$ cat config.mk
export PLATFORM = sky130hd
export DESIGN_NAME = alu_arbiter_flat
export DESIGN_NICKNAME = d
export VERILOG_FILES = /design/src/rtl/alu_arbiter_if.sv /design/src/rtl/alu_arbiter.sv /design/src/flat_wrapper.sv
export SDC_FILE = /design/constraint.sdc
export NUM_CORES = 1
export LEC_CHECK = 0
export ABC_AREA = 1
export CORE_MARGIN = 1
export CORE_UTILIZATION = 45
export CTS_BUF_LIST = sky130_fd_sc_hd__clkbuf_8
export CTS_CLUSTER_DIAMETER = 150
export DETAILED_ROUTE_END_ITERATION = 10
export GPL_ROUTABILITY_DRIVEN = 0
export PLACE_DENSITY = 0.95
export SYNTH_ARGS = -nofsm -noshare
export SYNTH_HDL_FRONTEND = slang
export SYNTH_SLANG_ARGS = --single-unit
$ cat constraint.sdc
create_clock -name clk_i -period 5.7 [get_ports clk_i]
set_input_delay 0.57 -clock clk_i [delete_from_list [all_inputs] [get_ports clk_i]]
set_output_delay 0.57 -clock clk_i [all_outputs]
set_load 0.1 [all_outputs]
$ cat src/rtl/alu_arbiter_if.sv
// Requester, ALU and status signals of alu_arbiter grouped into one bundle.
// slave = arbiter side, master = requesters/ALU/environment side.
interface alu_arbiter_if #(
  parameter int NUM_REQ      = 4,
  parameter int DATA_WIDTH   = 8,
  parameter int RESULT_WIDTH = 16
);
  localparam int IDW = $clog2(NUM_REQ);

  logic [NUM_REQ-1:0]            req_valid_i;
  logic [NUM_REQ-1:0]            req_ready_o;
  logic [NUM_REQ*3-1:0]          req_op_i;
  logic [NUM_REQ*DATA_WIDTH-1:0] req_a_i;
  logic [NUM_REQ*DATA_WIDTH-1:0] req_b_i;
  logic [NUM_REQ-1:0]            rsp_valid_o;
  logic [RESULT_WIDTH-1:0]       rsp_result_o;
  logic                          err_timeout_o;
  logic                          alu_valid_o;
  logic                          alu_ready_i;
  logic [2:0]                    alu_op_o;
  logic [DATA_WIDTH-1:0]         alu_a_o;
  logic [DATA_WIDTH-1:0]         alu_b_o;
  logic                          alu_done_i;
  logic [RESULT_WIDTH-1:0]       alu_result_i;
  logic                          busy_o;
  logic [IDW-1:0]                grant_id_o;

  modport slave (
    input  req_valid_i, req_op_i, req_a_i, req_b_i,
    input  alu_ready_i, alu_done_i, alu_result_i,
    output req_ready_o, rsp_valid_o, rsp_result_o, err_timeout_o,
    output alu_valid_o, alu_op_o, alu_a_o, alu_b_o, busy_o, grant_id_o
  );

  modport master (
    output req_valid_i, req_op_i, req_a_i, req_b_i,
    output alu_ready_i, alu_done_i, alu_result_i,
    input  req_ready_o, rsp_valid_o, rsp_result_o, err_timeout_o,
    input  alu_valid_o, alu_op_o, alu_a_o, alu_b_o, busy_o, grant_id_o
  );
endinterface

$ cat src/rtl/alu_arbiter.sv
// Round-robin arbiter sharing one multi-cycle ALU among NUM_REQ requesters.
// Define ALU_ARB_TIMEOUT_EN to add a WAIT-state watchdog that aborts after TIMEOUT cycles.
//
// state    | meaning
// ST_IDLE  | no operation owned; round-robin grant when any request is valid
// ST_ISSUE | alu_valid_o held with captured operation until alu_ready_i
// ST_WAIT  | waiting for alu_done_i (or timeout when enabled)
// ST_RESP  | one-cycle rsp_valid_o pulse to the owner, last_grant updated
module alu_arbiter #(
  parameter int NUM_REQ      = 4,
  parameter int DATA_WIDTH   = 8,
  parameter int RESULT_WIDTH = 16,
  parameter int TIMEOUT      = 255
) (
  input  logic          clk_i,
  input  logic          rst_i,
  alu_arbiter_if.slave  bus
);
  localparam int IDW = $clog2(NUM_REQ);

  if (NUM_REQ < 2 || NUM_REQ > 8) begin : g_bad_num_req
    $error("alu_arbiter: NUM_REQ must be 2..8");
  end
  if (TIMEOUT < 1 || TIMEOUT > 65535) begin : g_bad_timeout
    $error("alu_arbiter: TIMEOUT must be 1..65535");
  end

  typedef enum logic [1:0] {ST_IDLE, ST_ISSUE, ST_WAIT, ST_RESP} state_t;

  state_t                  state;
  logic [IDW-1:0]          last_grant;
  logic [IDW-1:0]          grant;
  logic [2:0]              op_q;
  logic [DATA_WIDTH-1:0]   a_q;
  logic [DATA_WIDTH-1:0]   b_q;
  logic [RESULT_WIDTH-1:0] result_q;
  logic                    alu_valid_q;
  logic                    busy_q;
  logic [NUM_REQ-1:0]      rsp_valid_q;

  logic                    sel_found;
  logic [IDW-1:0]          sel_idx;
  logic [2:0]              sel_op;
  logic [DATA_WIDTH-1:0]   sel_a;
  logic [DATA_WIDTH-1:0]   sel_b;
  logic [NUM_REQ-1:0]      ready_c;

`ifdef ALU_ARB_TIMEOUT_EN
  logic [15:0]             tmo_cnt;
  logic                    err_q;
`endif

  // Search starts one past the previous owner so every requester is reached within NUM_REQ grants.
  always_comb begin
    sel_found = 1'b0;
    sel_idx   = '0;
    for (int k = 1; k <= NUM_REQ; k++) begin
      if (!sel_found && bus.req_valid_i[(int'(last_grant) + k) % NUM_REQ]) begin
        sel_found = 1'b1;
        sel_idx   = IDW'((int'(last_grant) + k) % NUM_REQ);
      end
    end
  end

  always_comb begin
    sel_op = bus.req_op_i[3*int'(sel_idx) +: 3];
    sel_a  = bus.req_a_i[DATA_WIDTH*int'(sel_idx) +: DATA_WIDTH];
    sel_b  = bus.req_b_i[DATA_WIDTH*int'(sel_idx) +: DATA_WIDTH];
  end

  // Accept strobe is combinational so the requester sees it in the grant cycle; forced low in reset.
  always_comb begin
    ready_c = '0;
    if (rst_i && state == ST_IDLE && sel_found) ready_c[sel_idx] = 1'b1;
  end

  always_ff @(posedge clk_i or negedge rst_i) begin
    if (!rst_i) begin
      state       <= ST_IDLE;
      last_grant  <= IDW'(NUM_REQ - 1);
      grant       <= '0;
      op_q        <= '0;
      a_q         <= '0;
      b_q         <= '0;
      result_q    <= '0;
      alu_valid_q <= 1'b0;
      busy_q      <= 1'b0;
      rsp_valid_q <= '0;
`ifdef ALU_ARB_TIMEOUT_EN
      tmo_cnt     <= '0;
      err_q       <= 1'b0;
`endif
    end else begin
      rsp_valid_q <= '0;
`ifdef ALU_ARB_TIMEOUT_EN
      err_q       <= 1'b0;
`endif
      case (state)
        ST_IDLE: begin
          if (sel_found) begin
            grant       <= sel_idx;
            op_q        <= sel_op;
            a_q         <= sel_a;
            b_q         <= sel_b;
            alu_valid_q <= 1'b1;
            busy_q      <= 1'b1;
            state       <= ST_ISSUE;
          end
        end
        ST_ISSUE: begin
          if (bus.alu_ready_i) begin
            alu_valid_q <= 1'b0;
            state       <= ST_WAIT;
`ifdef ALU_ARB_TIMEOUT_EN
            tmo_cnt     <= '0;
`endif
          end
        end
        ST_WAIT: begin
          if (bus.alu_done_i) begin
            result_q    <= bus.alu_result_i;
            rsp_valid_q <= NUM_REQ'(1) << grant;
            state       <= ST_RESP;
          end
`ifdef ALU_ARB_TIMEOUT_EN
          // Done is checked first, so a done arriving on the final cycle is not flagged as a timeout.
          else if (tmo_cnt + 16'd1 == 16'(TIMEOUT)) begin
            result_q    <= '0;
            rsp_valid_q <= NUM_REQ'(1) << grant;
            err_q       <= 1'b1;
            state       <= ST_RESP;
          end else begin
            tmo_cnt     <= tmo_cnt + 16'd1;
          end
`endif
        end
        ST_RESP: begin
          last_grant <= grant;
          busy_q     <= 1'b0;
          state      <= ST_IDLE;
        end
        default: state <= ST_IDLE;
      endcase
    end
  end

  assign bus.req_ready_o  = ready_c;
  assign bus.rsp_valid_o  = rsp_valid_q;
  assign bus.rsp_result_o = result_q;
  assign bus.alu_valid_o  = alu_valid_q;
  assign bus.alu_op_o     = op_q;
  assign bus.alu_a_o      = a_q;
  assign bus.alu_b_o      = b_q;
  assign bus.busy_o       = busy_q;
  assign bus.grant_id_o   = grant;
`ifdef ALU_ARB_TIMEOUT_EN
  assign bus.err_timeout_o = err_q;
`else
  assign bus.err_timeout_o = 1'b0;
`endif
endmodule

$ cat src/flat_wrapper.sv
// flat-port wrapper written by rule: the top's interface ports become plain ports
module alu_arbiter_flat 
#(
  parameter int NUM_REQ      = 4,
  parameter int DATA_WIDTH   = 8,
  parameter int RESULT_WIDTH = 16,
  parameter int TIMEOUT      = 255
)
  (clk_i, rst_i, bus_req_valid_i, bus_req_op_i, bus_req_a_i, bus_req_b_i, bus_alu_ready_i, bus_alu_done_i, bus_alu_result_i, bus_req_ready_o, bus_rsp_valid_o, bus_rsp_result_o, bus_err_timeout_o, bus_alu_valid_o, bus_alu_op_o, bus_alu_a_o, bus_alu_b_o, bus_busy_o, bus_grant_id_o);
  alu_arbiter_if #(.NUM_REQ(NUM_REQ), .DATA_WIDTH(DATA_WIDTH), .RESULT_WIDTH(RESULT_WIDTH)) bus_i ();
  input  logic clk_i;
  input  logic rst_i;
  input wire logic [$bits(bus_i.req_valid_i)-1:0] bus_req_valid_i;
  input wire logic [$bits(bus_i.req_op_i)-1:0] bus_req_op_i;
  input wire logic [$bits(bus_i.req_a_i)-1:0] bus_req_a_i;
  input wire logic [$bits(bus_i.req_b_i)-1:0] bus_req_b_i;
  input wire logic [$bits(bus_i.alu_ready_i)-1:0] bus_alu_ready_i;
  input wire logic [$bits(bus_i.alu_done_i)-1:0] bus_alu_done_i;
  input wire logic [$bits(bus_i.alu_result_i)-1:0] bus_alu_result_i;
  output wire logic [$bits(bus_i.req_ready_o)-1:0] bus_req_ready_o;
  output wire logic [$bits(bus_i.rsp_valid_o)-1:0] bus_rsp_valid_o;
  output wire logic [$bits(bus_i.rsp_result_o)-1:0] bus_rsp_result_o;
  output wire logic [$bits(bus_i.err_timeout_o)-1:0] bus_err_timeout_o;
  output wire logic [$bits(bus_i.alu_valid_o)-1:0] bus_alu_valid_o;
  output wire logic [$bits(bus_i.alu_op_o)-1:0] bus_alu_op_o;
  output wire logic [$bits(bus_i.alu_a_o)-1:0] bus_alu_a_o;
  output wire logic [$bits(bus_i.alu_b_o)-1:0] bus_alu_b_o;
  output wire logic [$bits(bus_i.busy_o)-1:0] bus_busy_o;
  output wire logic [$bits(bus_i.grant_id_o)-1:0] bus_grant_id_o;
  assign bus_i.req_valid_i = bus_req_valid_i;
  assign bus_i.req_op_i = bus_req_op_i;
  assign bus_i.req_a_i = bus_req_a_i;
  assign bus_i.req_b_i = bus_req_b_i;
  assign bus_i.alu_ready_i = bus_alu_ready_i;
  assign bus_i.alu_done_i = bus_alu_done_i;
  assign bus_i.alu_result_i = bus_alu_result_i;
  assign bus_req_ready_o = bus_i.req_ready_o;
  assign bus_rsp_valid_o = bus_i.rsp_valid_o;
  assign bus_rsp_result_o = bus_i.rsp_result_o;
  assign bus_err_timeout_o = bus_i.err_timeout_o;
  assign bus_alu_valid_o = bus_i.alu_valid_o;
  assign bus_alu_op_o = bus_i.alu_op_o;
  assign bus_alu_a_o = bus_i.alu_a_o;
  assign bus_alu_b_o = bus_i.alu_b_o;
  assign bus_busy_o = bus_i.busy_o;
  assign bus_grant_id_o = bus_i.grant_id_o;
  alu_arbiter #(.NUM_REQ(NUM_REQ), .DATA_WIDTH(DATA_WIDTH), .RESULT_WIDTH(RESULT_WIDTH), .TIMEOUT(TIMEOUT)) u_core (.clk_i(clk_i), .rst_i(rst_i), .bus(bus_i));
endmodule
==> metrics.yaml, run 1 <==
top_usage_layer: "met2"
vias: 3119
areaGrowthSynthToFinish_pct: 50.1
crit_path_start_kind: "input port"
ys_types: 28
worstHoldPathType: "input port to async pin"
fp.dieH_um: 83.9
fillCellCount: 528
synthCells: 414
ant_nets: 0
clock_latency_ns: 0.30
track_usage_pct: 24.9
syn_nets: 518
arrival_ns: 3.59
grt.met2_usage_pct: 43.2
drcViolationCount: 28
ys_seq_area_share_pct: 39.1
worstSetupPathType: "input port to primary output"
h-tree-depth: 2
syn_area_mm2: 0.00302
outcome: "complete, but fails checks"
synth-seq-cells: 47
coreArea_mm2: 0.00642
ioPinCount: 148
die_w_um: 83.9
antenna_found_initial: 0
drtPass1Iterations: 7
grt_first_pass_wirelength_mm: 14.1
grt_pass1_vias: 3081
antennaDiodeCount: 0
port_buffers: 146
critPathMaxFanout: 42
via_per_inst: 5.00
cts.clk_slew.worst_paths_ns: 0.09
setup_viol: 0
violations: "DRC"
nets: 650
slew_violations: 0
multiInputGateArea_mm2: 0.00162
postCtsSetupBuffers: 0
dp_hpwl_mm: 6.40
first_iter_violations: 190
slew_headroom_pct: 32.3
numCtsBuffers: 5
synth_warnings: 0
ff_latch_area_mm2: 0.00118
fin_skew_ns: 0.0123
finalSetupTns_ns: 0
grt_util_met1_pct: 30.6
endpoint_kind: "primary output"
grt_max_degree: 49
drive_gt1_share_pct: 12.2
use_met3_pct: 4.95
cap_violations: 0
required_ns: 5.13
rsz0062_at_grt: "false"
gr-total-overflow: 0
rows: 29
finalHoldViolCount: 0
routed_wl_mm: 8.49
r2r_slack_ns: 2.50
initial_core_util_pct: 47.0
postCtsHoldBufs: 0
cts_resized: 0
cts_sinks: 47
fin_crit_sh_pct: 73.0
cts_tree: "yes"
clockRootBuffer: "clkbuf_8"
tightest_slew_ns: 1.01
fmax_mhz: 240
clockBufferDepth: 2
die-area_mm2: 0.00704
wl_per_cell_um: 13.6
postSynthAreaPerCell_um2: 7.29
period_minus_slack_ns: 4.16
flip-flops by register name, indices dropped and copies added, names as in the netlist:
name,cells
u_core.bus.rsp_result_o,16
u_core.bus.alu_a_o,8
u_core.bus.alu_b_o,8
u_core.bus.rsp_valid_o,4
u_core.bus.alu_op_o,3
u_core.bus.grant_id_o,2
u_core.last_grant,2
u_core.state,2
u_core.bus.alu_valid_o,1
u_core.bus.busy_o,1
through the flow:
| step | hold WS [ns] | utilization [%] | setup WS (ns) | instance area, µm² | instances |
|---|---|---|---|---|---|
| floorplan | 0.274 | - | 1.61 | 3020 | 414 |
| global placement | 0.461 | 68.7 | 1.67 | 4410 | 616 |
| detailed placement | 0.468 | 68.7 | 1.54 | 4410 | 616 |
| CTS | 0.370 | 70.5 | 1.54 | 4530 | 624 |
| global route | 0.397 | 70.5 | 1.18 | 4530 | 624 |
| finish | 0.368 | 70.5 | 1.54 | 4530 | 624 |
cells by family (layout without fill, tap and decap cells):
kind of cell | count (synthesis) | after routing | share of synthesized area, %
compound gates | 13 | 13 | 2.32
other cells | 1 | 1 | 0.124
mux | 16 | 16 | 5.97
simple gates | 294 | 294 | 43.4
fa+ha+maj | 4 | 4 | 1.66
buf+inv | 39 | 172 | 7.47
flops | 47 | 47 | 39.1
cells in the final DEF (no fill, tap or decap), drive strengths merged:
cell type / n
ha: 4
clkinvlp: 1
nand2: 234
clkdlybuf4s50: 141
a21oi: 3
mux2: 16
inv: 17
dfstp: 2
buf: 7
o211ai: 1
a21boi: 1
nand4: 1
nand3: 43
nor2: 7
clkbuf: 5
o21ai: 8
nor3: 9
dfrtp: 45
conb: 1
bufinv: 1
layer usage:
| metal | part of all wire (%) | routed length (µm) |
|---|---|---|
| met1 | 41 | 3460 |
| met2 | 49 | 4190 |
| met3 | 7.6 | 648 |
| met4 | 2.2 | 188 |
| met5 | 0 | 0 |
cells in the mapped netlist (all sizes together):
master	instances	area, µm²
nand2	234	898
dfrtp	45	1130
nand3	43	320
buf	19	150
inv	16	60.1
mux2	16	180
nor3	9	45.0
o21ai	8	40.0
nor2	7	38.8
clkbuf	4	15.0
ha	4	50.1
a21oi	3	15.0
dfstp	2	52.6
a21boi	1	7.51
conb	1	3.75
nand4	1	6.26
o211ai	1	7.51
final cells by class:
type / count / share of cell area, %
tap: 77 / 2.13
inverter: 16 / 1.33
timing repair buffer: 148 / 32.3
sequential: 47 / 26.0
multi-input combinational: 328 / 35.7
clock inverter: 3 / 1.02
clock buffer: 5 / 1.52
worst paths after layout:
path	startpoint	end	depth (start not counted)
worst max-delay path	bus_req_valid_i[0]	bus_req_ready_o[0]	12
worst min-delay path	rst_i	u_core.bus.rsp_result_o[7]	2
worst max register to register	u_core.last_grant[0]	u_core.bus.alu_b_o[7]	14
worst min register to register	u_core.bus.alu_b_o[4]	u_core.bus.alu_b_o[4]	2
max in group asynchronous	rst_i	u_core.bus.alu_valid_o	2
min in group clk_i	u_core.bus.alu_b_o[4]	u_core.bus.alu_b_o[4]	2
critical path, cell delays in order:
cell	delay (ns)
clkdlybuf4s50_1	0.48
inv_1	0.04
nand2_1	0.08
nand2_1	0.07
nand2_1	0.06
nand2_1	0.07
a21oi_1	0.17
nand2_2	0.53
nand2_2	0.83
inv_1	0.13
nor3_1	0.22
buf_4	0.33
Power of run 1 is not shown: default switching activity piles up to over one toggle a cycle in this logic, so the estimate is an artifact.
==> run 2, diff against run 1 <==
--- a/config.mk
+++ b/config.mk
@@ -7,12 +7,12 @@
 export LEC_CHECK = 0
 export ABC_AREA = 1
 export CORE_MARGIN = 1
-export CORE_UTILIZATION = 45
+export CORE_UTILIZATION = 42
 export CTS_BUF_LIST = sky130_fd_sc_hd__clkbuf_8
 export CTS_CLUSTER_DIAMETER = 150
 export DETAILED_ROUTE_END_ITERATION = 10
 export GPL_ROUTABILITY_DRIVEN = 0
-export PLACE_DENSITY = 0.95
+export PLACE_DENSITY = 0.93
 export SYNTH_ARGS = -nofsm -noshare
 export SYNTH_HDL_FRONTEND = slang
 export SYNTH_SLANG_ARGS = --single-unit
==> constraint.sdc (replaced) <==
create_clock -name clk_i -period 4 [get_ports clk_i]
set_input_delay 0.4 -clock clk_i [delete_from_list [all_inputs] [get_ports clk_i]]
set_output_delay 0.4 -clock clk_i [all_outputs]
set_load 0.1 [all_outputs]
==> run 2 against run 1 <==
The flow now finishes without violations. Worst setup slack lost 0.75 ns. Register-to-register slack lost 1.2 ns. Sequential share of layout area shrank 0.59 points. Global-route usage shrank 0.62 points. Critical path depth shrank 1. Non-clock buffer count grew 4. Clock-buffer cell count is the same. Via count grew 2.2%. Core utilization shrank 3.1 points. Critical endpoint is now bus_req_ready_o[3].
==> metrics.yaml, run 2 (same netlist as run 1, synthesis figures left out) <==
drcViolationCount: 0
drive_gt1_share_pct: 12.9
cts_resized: 0
slew_violations: 0
critPathTopFamily: "simple AND/OR/NAND/NOR gates"
postCtsSetupBuffers: 0
worstHoldPathType: "input port to async pin"
arrival_ns: 2.81
endpoint_kind: "primary output"
port_buffers: 146
crit_path_start_kind: "register"
fmax_mhz: 311
first_iter_violations: 130
finalSetupTns_ns: 0
routed_wl_mm: 8.88
wl_per_cell_um: 13.7
r2r_cells: 16
fp.dieH_um: 86.8
worstSetupPathType: "register to primary output"
top_usage_layer: "met2"
fin_crit_sh_pct: 80.3
antennaDiodeCount: 0
grt_first_pass_wirelength_mm: 14.4
cts.clk_slew.worst_paths_ns: 0.10
layout_commonest_cell: "nand2_1"
grt_max_degree: 48
r2r_slack_ns: 1.30
r2r_start: "u_core.last_grant[0]"
critPathMaxFanout: 39
crit_buf_inv: 2
h-tree-depth: 2
die_w_um: 86.8
setup_viol: 0
numCtsBuffers: 5
track_usage_pct: 24.2
vias: 3189
tightest_slew_ns: 1.02
clockBufferDepth: 2
crit_end: "bus_req_ready_o[3]"
rsz0062_at_grt: "false"
multiInputGateArea_mm2: 0.00162
fillCellCount: 587
die-area_mm2: 0.00753
drtPass1Iterations: 7
grt_util_met1_pct: 28.8
slowest_stage: "dfstp_2"
r2r_end: "u_core.bus.alu_b_o[2]"
slew_headroom_pct: 32.0
grt.met2_usage_pct: 42.7
clockRootBuffer: "clkbuf_8"
cts_tree: "yes"
via_per_inst: 4.93
coreArea_mm2: 0.00687
finalHoldViolCount: 0
gr-total-overflow: 0
grt_pass1_vias: 3154
antenna_found_initial: 0
postCtsHoldBufs: 0
path_cells: "inv_2 > nand2_1 > nand2_1 > nand2_1 > nand2_1 > nor2_1 > nor2_2 > nand2_4 > nand2_2 > nor3_1 > buf_12"
largest_reg_flops: 16
cp-startpoint: "u_core.last_grant[0]"
ff_latch_area_mm2: 0.00118
layout_common_cells: "nand2_1 (227), clkdlybuf4s50_1 (141), dfrtp_1 (45)"
fin_skew_ns: 0.0124
clock_latency_ns: 0.30
areaGrowthSynthToFinish_pct: 53.5
cpMostUsedCell: "nand2_1"
outcome: "completed"
ioPinCount: 148
required_ns: 3.60
use_met3_pct: 6.67
rows: 30
crit_cells: 11
nets: 654
cts_sinks: 47
dp_hpwl_mm: 6.70
critPathMaxStageDelay_ns: 0.61
period_minus_slack_ns: 3.21
initial_core_util_pct: 43.9
cap_violations: 0
ant_nets: 0
-- run 2: changes by cell type in the layout (fill, tap and decap cells not counted), sizes merged --
cell      delta
clkinv       +1
buf          +4
clkinvlp     -1
-- run 2: worst min path at each step --
stage / slack (ns) / from / to
5_1_grt: 0.24 / rst_i / u_core.bus.alu_a_o[1]
3_3_place_gp: 0.46 / u_core.bus.alu_b_o[6] / u_core.bus.alu_b_o[6]
3_5_place_dp: 0.46 / u_core.bus.alu_b_o[6] / u_core.bus.alu_b_o[6]
4_1_cts: 0.22 / rst_i / u_core.bus.alu_a_o[1]
6_report: 0.20 / rst_i / u_core.bus.alu_a_o[1]
2_1_floorplan: 0.10 / rst_i / u_core.bus.alu_a_o[0]
-- run 2: final cells by class --
cell class,instances,share of cell area (%)
Clock inverter,3,1.03
Tap cell,96,2.59
Clock buffer,5,1.49
Sequential cell,47,25.4
Multi-Input combinational cell,328,34.9
Inverter,16,1.30
Timing Repair Buffer,152,33.3
-- run 2: through the flow --
stage	worst slack [ns]	hold slack, ns	utilization (%)	area (µm²)	cells
after floorplan	0.0816	0.104	-	3020	414
after global placement	1.13	0.460	65.7	4520	639
after detailed placement	0.976	0.465	65.7	4520	639
after CTS	0.787	0.221	67.4	4630	647
after global routing	0.601	0.243	67.4	4630	647
final	0.789	0.197	67.4	4630	647
-- run 2: layer usage --
| layer | share of wire [%] | up-vias |
|---|---|---|
| li1 | - | 1560 |
| met1 | 42 | 1465 |
| met2 | 47 | 148 |
| met3 | 9.3 | 16 |
| met4 | 1.7 | 0 |
| met5 | 0 | - |
Power of run 2 is left out for the same reason.
==> run 3, diff against run 2 <==
==> constraint.sdc (replaced) <==
create_clock -name clk_i -period 3.25 [get_ports clk_i]
set_input_delay 0.325 -clock clk_i [delete_from_list [all_inputs] [get_ports clk_i]]
set_output_delay 0.325 -clock clk_i [all_outputs]
set_load 0.1 [all_outputs]
==> run 3 against run 2 <==
Flip-flop and latch count unchanged. Design area increased by 0.16%. Clock-buffer cell count unchanged. Critical endpoint is now bus_req_ready_o[1]. Highest routed layer unchanged.
==> metrics.yaml, run 3 (same netlist as run 1, synthesis figures left out) <==
outcome: "completed"
crit_path_start_kind: "register"
worstSetupPathType: "register to primary output"
top_layer: "met4"
finalHoldViolCount: 0
r2r_cells: 15
slew_violations: 0
antenna_found_initial: 0
rsz0062_at_grt: "false"
wl_per_cell_um: 13.8
fmax_mhz: 343
ioPinCount: 148
drtPass1Iterations: 4
fin_skew_ns: 0.00983
cts_tree: "yes"
cts.clk_slew.worst_paths_ns: 0.10
critPathMaxFanout: 21
dp_hpwl_mm: 6.77
drcViolationCount: 0
worstHoldPathType: "input port to async pin"
initial_core_util_pct: 43.9
cts_resized: 0
drt-met1-wl_mm: 3.68
via_per_inst: 4.86
finalSetupTns_ns: 0
ant_nets: 0
arrival_ns: 2.59
fillCellCount: 579
path_cells: "nand2_1 > nand2_1 > nand2_1 > nand2_1 > nor2_1 > a21boi_1 > nand2_1 > nor2_2 > inv_2 > nor3_1 > buf_12"
critPathMaxStageDelay_ns: 0.62
slew_headroom_pct: 32.3
numCtsBuffers: 5
tightest_slew_ns: 1.01
cts_sinks: 47
port_buffers: 146
clockBufferDepth: 2
areaGrowthSynthToFinish_pct: 53.8
grt_first_pass_wirelength_mm: 14.7
h-tree-depth: 2
vias: 3149
track_usage_pct: 24.9
routed_wl_mm: 8.91
endpoint_kind: "primary output"
wl_met2_mm: 4.36
layout_commonest_cell: "nand2_1"
r2r_slack_ns: 0.82
antennaDiodeCount: 0
clock_latency_ns: 0.30
postCtsSetupBuffers: 0
die_w_um: 86.8
postCtsHoldBufs: 0
layout_common_cells: "nand2_1 (227), clkdlybuf4s50_1 (141), dfrtp_1 (45)"
drive_gt1_share_pct: 13.0
wl_met3_um: 789
fin_crit_sh_pct: 89.6
first_iter_violations: 101
slowest_stage: "dfstp_2"
grt_max_degree: 48
setup_viol: 0
nets: 655
rows: 30
largest_reg_flops: 16
clockRootBuffer: "clkbuf_8"
gr-total-overflow: 0
grt_pass1_vias: 3187
cap_violations: 0
period_minus_slack_ns: 2.91
die-area_mm2: 0.00753
coreArea_mm2: 0.00687
cpMostUsedCell: "nand2_1"
required_ns: 2.92
fp.dieH_um: 86.8
-- run 3: cell type report --
type / count / area (µm²) / area share, %
clock buffer: 5 / 68.8 / 1.48
timing repair buffer: 153 / 1550 / 33.4
tap: 96 / 120 / 2.59
inverter: 16 / 60.1 / 1.29
clock inverter: 3 / 47.5 / 1.02
multi-input combinational: 328 / 1620 / 34.8
sequential: 47 / 1180 / 25.4
-- run 3: metal layers --
layer	track usage (%)	vias to the layer above
li1	-	1570
met1	29.7	1425
met2	45.5	144
met3	5.62	10
met4	5.61	0
met5	0	-
-- run 3: through the flow --
step                      area (µm²)  instances  hold slack [ns]  util (%)  worst slack [ns]
after global placement          4520        640            0.462      65.8             0.652
after CTS                       4640        648            0.163      67.5             0.401
after detailed placement        4520        640            0.470      65.8             0.517
final                           4640        648            0.136      67.5             0.339
after floorplan                 3020        414           0.0294         -            -0.593
after global routing            4640        648            0.186      67.5             0.178
-- run 3: worst max-delay path: cells and delay by family, from the launching register on --
| kind | cells | cell delay, ns |
|---|---|---|
| compound gates | 1 | 0.17 |
| buf+inv | 2 | 0.42 |
| flops | 1 | 0.62 |
| simple gates | 8 | 1.06 |
-- run 3: path summary, 6_finish.rpt --
kind | startpoint | endpoint
worst max register to register | u_core.last_grant[0] | u_core.bus.alu_b_o[2]
worst max-delay path | u_core.last_grant[0] | bus_req_ready_o[1]
min in group clk_i | u_core.bus.alu_a_o[5] | u_core.bus.alu_a_o[5]
worst min register to register | u_core.bus.alu_a_o[5] | u_core.bus.alu_a_o[5]
worst min-delay path | rst_i | u_core.bus.alu_a_o[1]
max in group asynchronous | rst_i | u_core.bus.rsp_valid_o[3]
Power of run 3 is left out for the same reason.
